### src/rtl/elevator_pkg.sv
// rtl/elevator_pkg.sv - shared elevator floor types and direction constants
package elevator_pkg;

    localparam int NUM_FLOORS = 4;
    localparam int FLOOR_W    = 2;

    typedef logic [FLOOR_W-1:0] floor_t;

    localparam logic DIR_UP   = 1'b1;
    localparam logic DIR_DOWN = 1'b0;

endpackage

### src/rtl/floor_request_queue_if.sv
// rtl/floor_request_queue_if.sv - buttons, FSM status and selected-target bundle
interface floor_request_queue_if;
    import elevator_pkg::*;

    logic [NUM_FLOORS-1:0] btn_raw;
    floor_t                cur_floor;
    logic                  dir_up;
    logic                  stop_ack;
    logic [NUM_FLOORS-1:0] pending;
    logic [NUM_FLOORS-1:0] press_pulse;
    floor_t                target_floor;
    logic                  target_valid;
    logic                  target_up;
    logic                  stop_here;

    modport master (
        output btn_raw, cur_floor, dir_up, stop_ack,
        input  pending, press_pulse, target_floor, target_valid, target_up, stop_here
    );

    modport slave (
        input  btn_raw, cur_floor, dir_up, stop_ack,
        output pending, press_pulse, target_floor, target_valid, target_up, stop_here
    );

endinterface

### src/rtl/button_debouncer.sv
// rtl/button_debouncer.sv - 2-FF synchronizer, stability counter and press pulse for one button
module button_debouncer #(
    parameter int DEBOUNCE_CYCLES = 500000
) (
    input  logic clk,
    input  logic reset,
    input  logic btn_raw,
    output logic press_pulse
);

    localparam int CNT_W = (DEBOUNCE_CYCLES > 1) ? $clog2(DEBOUNCE_CYCLES) : 1;
    localparam logic [CNT_W-1:0] CNT_MAX = CNT_W'(DEBOUNCE_CYCLES - 1);

    logic             sync1;
    logic             sync2;
    logic             level;
    logic [CNT_W-1:0] cnt;

    always_ff @(posedge clk or posedge reset) begin
        if (reset) begin
            sync1       <= 1'b0;
            sync2       <= 1'b0;
            level       <= 1'b0;
            cnt         <= '0;
            press_pulse <= 1'b0;
        end else begin
            sync1       <= btn_raw;
            sync2       <= sync1;
            press_pulse <= 1'b0;
            // Any agreement with the current level restarts the stability window.
            if (sync2 == level) begin
                cnt <= '0;
            end else if (cnt == CNT_MAX) begin
                level       <= sync2;
                cnt         <= '0;
                press_pulse <= sync2;
            end else begin
                cnt <= cnt + 1'b1;
            end
        end
    end

endmodule

### src/rtl/floor_request_queue.sv
// rtl/floor_request_queue.sv - latches debounced cab presses and picks the next floor by SCAN order
module floor_request_queue
    import elevator_pkg::*;
#(
    parameter int DEBOUNCE_CYCLES = 500000
) (
    input  logic                         clk,
    input  logic                         reset,
    floor_request_queue_if.slave         bus
);

    logic [NUM_FLOORS-1:0] pulse;
    logic [NUM_FLOORS-1:0] pending_q;
    floor_t                target_floor_q;
    logic                  target_valid_q;
    logic                  target_up_q;
    logic                  stop_here_q;

    logic                  above_found;
    logic                  below_found;
    floor_t                above_floor;
    floor_t                below_floor;
    floor_t                sel_floor;

    for (genvar g = 0; g < NUM_FLOORS; g++) begin : g_btn
        button_debouncer #(
            .DEBOUNCE_CYCLES(DEBOUNCE_CYCLES)
        ) u_debouncer (
            .clk         (clk),
            .reset       (reset),
            .btn_raw     (bus.btn_raw[g]),
            .press_pulse (pulse[g])
        );
    end

    // A stop at a floor wins over a press of that same floor: the car is already there.
    always_ff @(posedge clk or posedge reset) begin
        if (reset) begin
            pending_q <= '0;
        end else begin
            for (int i = 0; i < NUM_FLOORS; i++) begin
                if (bus.stop_ack && (bus.cur_floor == floor_t'(i))) begin
                    pending_q[i] <= 1'b0;
                end else if (pulse[i]) begin
                    pending_q[i] <= 1'b1;
                end
            end
        end
    end

    always_comb begin
        above_found = 1'b0;
        above_floor = bus.cur_floor;
        below_found = 1'b0;
        below_floor = bus.cur_floor;
        // Descending scan leaves the closest floor above; ascending leaves the closest below.
        for (int i = NUM_FLOORS - 1; i >= 0; i--) begin
            if (pending_q[i] && (floor_t'(i) > bus.cur_floor)) begin
                above_found = 1'b1;
                above_floor = floor_t'(i);
            end
        end
        for (int i = 0; i < NUM_FLOORS; i++) begin
            if (pending_q[i] && (floor_t'(i) < bus.cur_floor)) begin
                below_found = 1'b1;
                below_floor = floor_t'(i);
            end
        end

        sel_floor = target_floor_q;
        unique case (bus.dir_up)
            DIR_UP: begin
                if (above_found)                   sel_floor = above_floor;
                else if (below_found)              sel_floor = below_floor;
                else if (pending_q[bus.cur_floor]) sel_floor = bus.cur_floor;
            end
            DIR_DOWN: begin
                if (below_found)                   sel_floor = below_floor;
                else if (above_found)              sel_floor = above_floor;
                else if (pending_q[bus.cur_floor]) sel_floor = bus.cur_floor;
            end
        endcase
    end

    always_ff @(posedge clk or posedge reset) begin
        if (reset) begin
            target_floor_q <= '0;
            target_valid_q <= 1'b0;
            target_up_q    <= 1'b0;
            stop_here_q    <= 1'b0;
        end else begin
            target_floor_q <= sel_floor;
            target_valid_q <= |pending_q;
            target_up_q    <= (sel_floor > bus.cur_floor);
            stop_here_q    <= pending_q[bus.cur_floor];
        end
    end

    assign bus.pending      = pending_q;
    assign bus.press_pulse  = pulse;
    assign bus.target_floor = target_floor_q;
    assign bus.target_valid = target_valid_q;
    assign bus.target_up    = target_up_q;
    assign bus.stop_here    = stop_here_q;

endmodule

### src/flat_wrapper.sv
// flat-port wrapper written by rule: the top's interface ports become plain ports
module floor_request_queue_flat import elevator_pkg::*;
#(
    parameter int DEBOUNCE_CYCLES = 500000
)
  (clk, reset, bus_btn_raw, bus_cur_floor, bus_dir_up, bus_stop_ack, bus_pending, bus_press_pulse, bus_target_floor, bus_target_valid, bus_target_up, bus_stop_here);
  floor_request_queue_if bus_i ();
  input  logic clk;
  input  logic reset;
  input wire logic [$bits(bus_i.btn_raw)-1:0] bus_btn_raw;
  input wire logic [$bits(bus_i.cur_floor)-1:0] bus_cur_floor;
  input wire logic [$bits(bus_i.dir_up)-1:0] bus_dir_up;
  input wire logic [$bits(bus_i.stop_ack)-1:0] bus_stop_ack;
  output wire logic [$bits(bus_i.pending)-1:0] bus_pending;
  output wire logic [$bits(bus_i.press_pulse)-1:0] bus_press_pulse;
  output wire logic [$bits(bus_i.target_floor)-1:0] bus_target_floor;
  output wire logic [$bits(bus_i.target_valid)-1:0] bus_target_valid;
  output wire logic [$bits(bus_i.target_up)-1:0] bus_target_up;
  output wire logic [$bits(bus_i.stop_here)-1:0] bus_stop_here;
  assign bus_i.btn_raw = bus_btn_raw;
  assign bus_i.cur_floor = bus_cur_floor;
  assign bus_i.dir_up = bus_dir_up;
  assign bus_i.stop_ack = bus_stop_ack;
  assign bus_pending = bus_i.pending;
  assign bus_press_pulse = bus_i.press_pulse;
  assign bus_target_floor = bus_i.target_floor;
  assign bus_target_valid = bus_i.target_valid;
  assign bus_target_up = bus_i.target_up;
  assign bus_stop_here = bus_i.stop_here;
  floor_request_queue #(.DEBOUNCE_CYCLES(DEBOUNCE_CYCLES)) u_core (.clk(clk), .reset(reset), .bus(bus_i));
endmodule
### config.mk
export PLATFORM = sky130hd
export DESIGN_NAME = floor_request_queue_flat
export DESIGN_NICKNAME = d
export VERILOG_FILES = /design/src/rtl/elevator_pkg.sv /design/src/rtl/floor_request_queue_if.sv /design/src/rtl/button_debouncer.sv /design/src/rtl/floor_request_queue.sv /design/src/flat_wrapper.sv
export SDC_FILE = /design/constraint.sdc
export NUM_CORES = 1
export LEC_CHECK = 0
export CAP_MARGIN = 40
export CORE_ASPECT_RATIO = 1.5
export CORE_UTILIZATION = 57
export DETAILED_ROUTE_END_ITERATION = 8
export DONT_BUFFER_PORTS = 1
export GPL_TIMING_DRIVEN = 0
export HOLD_SLACK_MARGIN = 0.1
export PLACE_DENSITY = 0.75
export SLEW_MARGIN = 15
export SYNTH_ARGS = -nofsm -noshare
export SYNTH_HDL_FRONTEND = slang
export SYNTH_SLANG_ARGS = --single-unit
export TNS_END_PERCENT = 20
### constraint.sdc
create_clock -name clk -period 2.8 [get_ports clk]
set_clock_uncertainty 0.1 [all_clocks]
set_input_delay 0.14 -clock clk [delete_from_list [all_inputs] [get_ports clk]]
set_output_delay 0.14 -clock clk [all_outputs]
set_load 0.02 [all_outputs]
==> summary.md, run 1 <==
| Metric | Value |
|---|---|
| Post-synthesis net count | approximately 500 |
| Pin count of the biggest net entering global routing | 33 |
| Number of setup buffers added after CTS | 0 |
| Worst Max-Slew Pin Slew | about 700 ps |
| Final WL | 9590 µm |
| Fin. max-slew vios | 0 |
| Final setup viols | 0 |
| Crit share post-route | between 90% and 100% |
| GRT Util Overall | 22.7% |
| Clock sinks | a little over 100 |
| Crit Path Class | reg -> reg |
| First-pass GRT wire length | about 16,000 µm |
| CP Launch Type | flip-flop |
| Cell at the slowest stage of the critical path | dfrtp_1 |
| Synth async-reset ratio | 100% |
| Synthesized area per cell | 9.96 µm² |
| Slew margin rel. | between 50% and 60% |
| Met2 Resource Use GR | about two fifths |
| Top cells by area, synth | dfrtp_1, xnor2_1, nor2_1, xor2_1, nand3_1 |
| Worst-path clk slew | 70 ps |
| Status | completed |
| Non-filler cells, final | around 630 |
| Tightest Hold Check Type | in -> reg |
| Power Density | 534 nW/µm² |
| Initial Util | 59.0% |
| Clock Path Buffers | 2 |
| Arr. time, crit path | around 2700 ps |
| Crit path required time | between 2000 and 3000 ps |
| Share of cells above drive strength 1 | 9.14% |
| Met1 Track Usage GR | between 20% and 30% |
| EDFF count, synth | 0 |
| Mean number of vias per cell | between 5 and 6 |
| Initial antenna violation count | 0 |
| I/O pin cnt | 23 |
| Placer congestion estimate | ~0.9 |
| Worst skew pair latency | between 300 and 400 ps |
| Layer with the highest usage | met2 |
| Die W | between 70 and 80 µm |
| DIE HEIGHT | 116 µm |
| Mapped Cells | 498 |
| Post-DP HPWL | ~6700 µm |
| Fin Setup TNS | 0 ps |
| Cts bufs inserted | 9 |
| VDD IR max | approximately 0.39 mV |
| Yosys top cell area share | between 50% and 60% |
| Tmin final | ~2500 ps |
| Top FF cell, synth | dfrtp_1 |
| DP Cell Count | about 600 |
| Max_cap viols | 0 |
| Post-synthesis compound-gate area fraction | 7.72% |
| Synth Cell Area | 4960 µm² |
| Yosys warning total | 0 |
| Seq cells post-synth | 101 |
| Antenna diode count | 0 |
| CP most frequent cell | a21oi_1 |
| Initial DRC Count | about 240 |
| Dpl cell area | 5170 µm² |
| Area leader, netlist | dfrtp_1 |
| Seq/Total Area, Yosys | 50.9% |
| Peak Freq | between 0.3 and 0.4 GHz |
| DRC | 0 |
| Vias in the first global route | around 3,700 |
| CTS H-tree lvls | 3 |
| Leak | around 2.2 nW |
| Post-DR wirelength/cell | approximately 15 µm |
| Synth cell types | ~50 |
| Layout area overhead | 12.1% |
| Buffers added on ports | 0 |
| CTS tree | done |
| Proportion of synthesized area in mux cells | roughly 1.5% |
| Post-cts resize count | 0 |
| Final nets | 536 |
| Fin Hold WS | roughly 160 ps |
| Post-Synth Adder-Cell Area | 1.51% |
| Critical path, cell by cell | clkbuf_1, nor4b_1, o31ai_1, a221oi_1, and4b_1, ha_1, inv_1, a21oi_1, a21oi_1 |
| Vias | between 3,000 and 4,000 |
| Post-route cell area | approximately 5600 µm² |
| Post-synthesis xor/xnor area fraction | a little under a tenth |
| Synth Area in Simple Gates | about a quarter |
| Largest family of logic cells by synthesized area | simple AND/OR/NAND/NOR gates |
| Grt met3 use | 3.59% |
| GRT overflow | 0 |
| Core area | 8410 µm² |
| Detail Route Antenna Nets | 0 |
| Row cnt | between 40 and 50 |
| DIE AREA | between 9000 and 10,000 µm² |
| Max stage delay on crit path | 460 ps |
| CP Capture Type | flip-flop |
| Drt pass-1 iters | 4 |
| RSZ-0062 raised after global routing | no |
| Fin. Hold Viols | 0 |
| Critical Path Fanout Max | 8 |
| Total power | approximately 3.0 mW |
| Root Buffer | clkbuf_16 |
final cells by class:
type / count / area, µm²
multi-input combinational: 356 / 2260
fill: 668 / 2850
buffer: 18 / 88.8
timing repair buffer: 11 / 148
tap: 107 / 134
clock inverter: 7 / 90.1
sequential: 101 / 2530
inverter: 23 / 90.1
clock buffer: 9 / 225
cell families after synthesis:
family / Yosys count
and+or+nand+nor: 231
DFF: 101
AOI/OAI and AO/OA: 59
xor gates and xnor gates: 53
buffers and inverters: 41
muxes: 7
adders and majority gates: 6
timing repair:
action,4_1_cts,5_1_grt
endpoints found under the hold margin,58,0
endpoints found under the setup margin,0,0
hold buffers,8,0
registers in the layout (all words and copies together), names as in the netlist, 2 cells and up:
name	count
u_core.g_btn.u_debouncer.press_pulse	4
u_core.g_btn.u_debouncer.sync2	4
u_core.bus.target_floor	2
u_core.g_btn.u_debouncer.sync1	4
u_core.g_btn.u_debouncer.level	4
u_core.g_btn.u_debouncer.cnt	76
u_core.bus.pending	4
worst max-delay path: cells and delay by family, from the launching register on:
| kind | cells | cell delay (ps) |
|---|---|---|
| adders and majority gates | 1 | 170 |
| and+or+nand+nor | 2 | 640 |
| DFF | 1 | 460 |
| buffers and inverters | 2 | 300 |
| AOI/OAI and AO/OA | 4 | 780 |
per-stage QoR:
stage / worst slack [ps] / util, %
final: 277 / 66.1
after global routing: 179 / 66.1
after CTS: 363 / 66.1
after floorplan: 746 / -
after detailed placement: 367 / 61.4
after global placement: 420 / 60.6
synthesized netlist by cell type (all sizes together), types with 4 or more instances:
library cell / count
clkbuf: 8
nor3: 13
nand4: 16
nand3: 27
or3: 14
nand2: 29
nor4: 18
inv: 23
or4b: 7
and4: 5
ha: 6
xor2: 16
dfrtp: 101
o21ai: 14
o31ai: 9
and2: 4
buf: 10
xnor2: 37
a21oi: 24
or4: 7
nor2: 66
mux2: 4
worst paths after layout:
path	start	endpoint	slack, ps	cells past startpoint
hold / removal	bus_dir_up	u_core.bus.target_floor[0]$_DFF_PP0_	160	4
setup / recovery	u_core.bus.pending[0]$_DFFE_PP0P_	u_core.bus.target_up$_DFF_PP0_	280	9
min in group asynchronous	reset	u_core.g_btn[1].u_debouncer.cnt[16]$_DFF_PP0_	200	2
hold reg to reg	u_core.g_btn[3].u_debouncer.sync1$_DFF_PP0_	u_core.g_btn[3].u_debouncer.sync2$_DFF_PP0_	250	0
max in group asynchronous	reset	u_core.g_btn[2].u_debouncer.cnt[11]$_DFF_PP0_	1490	5
setup reg to reg	u_core.bus.pending[0]$_DFFE_PP0P_	u_core.bus.target_up$_DFF_PP0_	280	9
metal layers:
layer | share of wire, % | vias to the layer above
met4 | 2.4 | 0
met3 | 2.8 | 23
met1 | 44 | 1813
li1 | - | 1813
met5 | 0 | -
met2 | 51 | 79
where the power goes:
| group | internal, mW | leakage [nW] | switching [mW] | total, mW |
|---|---|---|---|---|
| clock | 0.778 | 0.151 | 0.535 | 1.31 |
| combinational | 0.0510 | 0.702 | 0.0859 | 0.137 |
| sequential | 1.49 | 1.38 | 0.0350 | 1.52 |
| total | 2.32 | 2.23 | 0.656 | 2.97 |
placed cells by master, fill, tap and decap left out, types with 4 or more instances in the layout:
cell type	instances
nand2_1	29
or4_1	7
and4_1	5
and2_1	4
dlygate4sd3_1	8
buf_2	5
nand4_1	15
nor2_1	66
dfrtp_1	101
xor2_1	16
or3_1	12
a21oi_1	24
nor4_1	18
nor3_1	13
ha_1	6
inv_1	22
o31ai_1	6
mux2_2	4
xnor2_1	37
clkbuf_1	8
nand3_1	26
clkbuf_16	9
o21ai_0	14
or4b_2	4
buf_4	4
No activity file was read; power rests on OpenSTA's default activity.
==> run 2, diff against run 1 <==
==> constraint.sdc (replaced) <==
create_clock -name clk -period 2.8 [get_ports clk]
set_clock_uncertainty 0.1 [all_clocks]
set_input_delay 0.56 -clock clk [delete_from_list [all_inputs] [get_ports clk]]
set_output_delay 0.56 -clock clk [all_outputs]
set_load 0.02 [all_outputs]
==> summary.md, run 2 (synthesis gave the netlist of run 1 again) <==
| Metric | Value |
|---|---|
| Status | completed (unchanged) |
| Crit Path Class | reg -> reg (unchanged) |
| Tightest Hold Check Type | in -> reg (unchanged) |
| Clock sinks | 101 (unchanged) |
| Arr. time, crit path | 2660 ps (was 2690 ps) |
| Fillers | 676 (was 668) |
| Max stage delay on crit path | 460 ps (about the same) |
| Fin. Hold Viols | 0 (unchanged) |
| Drt pass-1 iters | 4 (unchanged) |
| Critical Path Fanout Max | 8 (unchanged) |
| I/O pin cnt | 23 (unchanged) |
| CP Launch Type | flip-flop (unchanged) |
| Worst path buffer plus inverter count | 2 (unchanged) |
| Cell at the slowest stage of the critical path | dfrtp_1 (unchanged) |
| DRC | 0 (unchanged) |
| Max reg flops | 76 (unchanged) |
| DIE AREA | 9090 µm² (unchanged) |
| Crit share post-route | 88.8% (was 90.1%) |
| Fin. max-slew vios | 0 (unchanged) |
| Antenna diode count | 0 (unchanged) |
| Commonest non-fill, non-tap cell in the layout | dfrtp_1 (unchanged) |
| Final nets | 529 (was 536) |
| Peak Freq | 0.402 GHz (was 0.396 GHz) |
| Tmin final | 2490 ps (was 2520 ps) |
| Initial antenna violation count | 0 (unchanged) |
| Core Util, Final | 65.3% (was 66.1%) |
| Root Buffer | clkbuf_16 (unchanged) |
| Vias | 3,688 (was 3,728) |
| Detail Route Antenna Nets | 0 (unchanged) |
| Core area | 8410 µm² (unchanged) |
| Vias in the first global route | 3,614 (was 3,669) |
| Most frequent cells in the layout | dfrtp_1, nor2_1, xnor2_1, nand2_1, nand3_1 (unchanged) |
| Share of cells above drive strength 1 | 9.27% (was 9.14%) |
| CP top delay family | compound AO/OA/AOI/OAI gates (unchanged) |
| Slew margin rel. | 53.3% (was 53.1%) |
| Pre-CTS setup slack | 259 ps (was 367 ps) |
| Clock Path Buffers | 2 (unchanged) |
| Final setup viols | 0 (unchanged) |
| Post-cts resize count | 0 (unchanged) |
| RSZ-0062 raised after global routing | no (unchanged) |
| Cts bufs inserted | 9 (unchanged) |
| Row cnt | 41 (unchanged) |
| CP Capture Type | flip-flop (unchanged) |
| CP most frequent cell | a21oi_1 (unchanged) |
| First-pass GRT wire length | 16,100 µm (was 16,300 µm) |
| Crit path required time | 2970 ps (about the same) |
| Initial DRC Count | 238 (was 239) |
| Worst skew pair latency | 340 ps (about the same) |
| VDD IR max | 0.391 mV (about the same) |
| Worst Max-Slew Pin Slew | 697 ps (was 699 ps) |
| CTS tree | done (unchanged) |
| GRT overflow | 0 (unchanged) |
| CTS Hold Bufs | 1 (was 8) |
| Post-DR wirelength/cell | 15.3 µm (was 15.2 µm) |
| Largest Register | u_core.g_btn.u_debouncer.cnt (unchanged) |
| Layout area overhead | 10.7% (was 12.1%) |
| Leak | 2.20 nW (was 2.23 nW) |
| Buffers added on ports | 0 (unchanged) |
| Power Density | 540 nW/µm² (was 534 nW/µm²) |
| GRT Util Overall | 22.5% (was 22.7%) |
| Setup ws final | 314 ps (was 277 ps) |
| Final WL | 9550 µm (was 9590 µm) |
| Critical path, cell by cell | clkbuf_1, nor4b_1, o31ai_1, a221oi_1, and4b_1, ha_1, inv_1, a21oi_1, a21oi_1 (unchanged) |
| CTS H-tree lvls | 3 (unchanged) |
| Fin Setup TNS | 0 ps (unchanged) |
| Worst-path clk slew | 70 ps (about the same) |
| Mean number of vias per cell | 5.90 (about the same) |
| Die W | 78.2 µm (unchanged) |
| Initial Util | 59.0% (unchanged) |
| Max_cap viols | 0 (unchanged) |
| Post-DP HPWL | 6680 µm (unchanged) |
| Pin count of the biggest net entering global routing | 33 (unchanged) |
| Placer congestion estimate | 0.900 (unchanged) |
| DIE HEIGHT | 116 µm (unchanged) |
| Number of setup buffers added after CTS | 0 (unchanged) |
## run 2: worst paths after layout
kind	depth (start not counted)	to	from	slack [ps]
worst max-delay path	9	u_core.bus.target_up$_DFF_PP0_	u_core.bus.pending[0]$_DFFE_PP0P_	310
worst min register to register	0	u_core.g_btn[3].u_debouncer.sync2$_DFF_PP0_	u_core.g_btn[3].u_debouncer.sync1$_DFF_PP0_	250
min in group asynchronous	2	u_core.g_btn[1].u_debouncer.cnt[16]$_DFF_PP0_	reset	620
max in group asynchronous	5	u_core.g_btn[2].u_debouncer.cnt[11]$_DFF_PP0_	reset	1070
worst min-delay path	0	u_core.g_btn[2].u_debouncer.sync1$_DFF_PP0_	bus_btn_raw[2]	140
worst max register to register	9	u_core.bus.target_up$_DFF_PP0_	u_core.bus.pending[0]$_DFFE_PP0P_	310
## run 2: cell type report
cell class | instances | area [µm²] | area share (%)
clock inverter | 7 | 90.1 | 1.64
buffer | 18 | 88.8 | 1.62
tap | 107 | 134 | 2.44
timing repair buffer | 4 | 77.6 | 1.41
multi-input combinational | 356 | 2260 | 41.1
inverter | 23 | 90.1 | 1.64
sequential | 101 | 2530 | 46.0
clock buffer | 9 | 225 | 4.10
## run 2: layer usage
metal / part of all wire [%] / vias to the layer above / routed length (µm) / global-route usage, %
li1: - / 1796 / - / -
met1: 44 / 1796 / 4220 / 27.1
met2: 51 / 74 / 4850 / 39.7
met3: 2.8 / 22 / 268 / 3.75
met4: 2.3 / 0 / 219 / 10.0
met5: 0 / - / 0 / 0
## run 2: per-stage QoR
step                total power, mW  instances  area [µm²]  hold WS, ps
finish                         2.96        625        5490          143
floorplan                      1.63        498        4970          231
global route                   3.06        625        5490          132
CTS                            2.99        625        5490          138
global placement               1.66        605        5100          233
detailed placement             1.68        608        5170          240
## run 2: report_power, final
| group | switching [mW] | internal (mW) |
|---|---|---|
| registers | 0.0351 | 1.49 |
| logic | 0.0837 | 0.0445 |
| clock network | 0.536 | 0.778 |
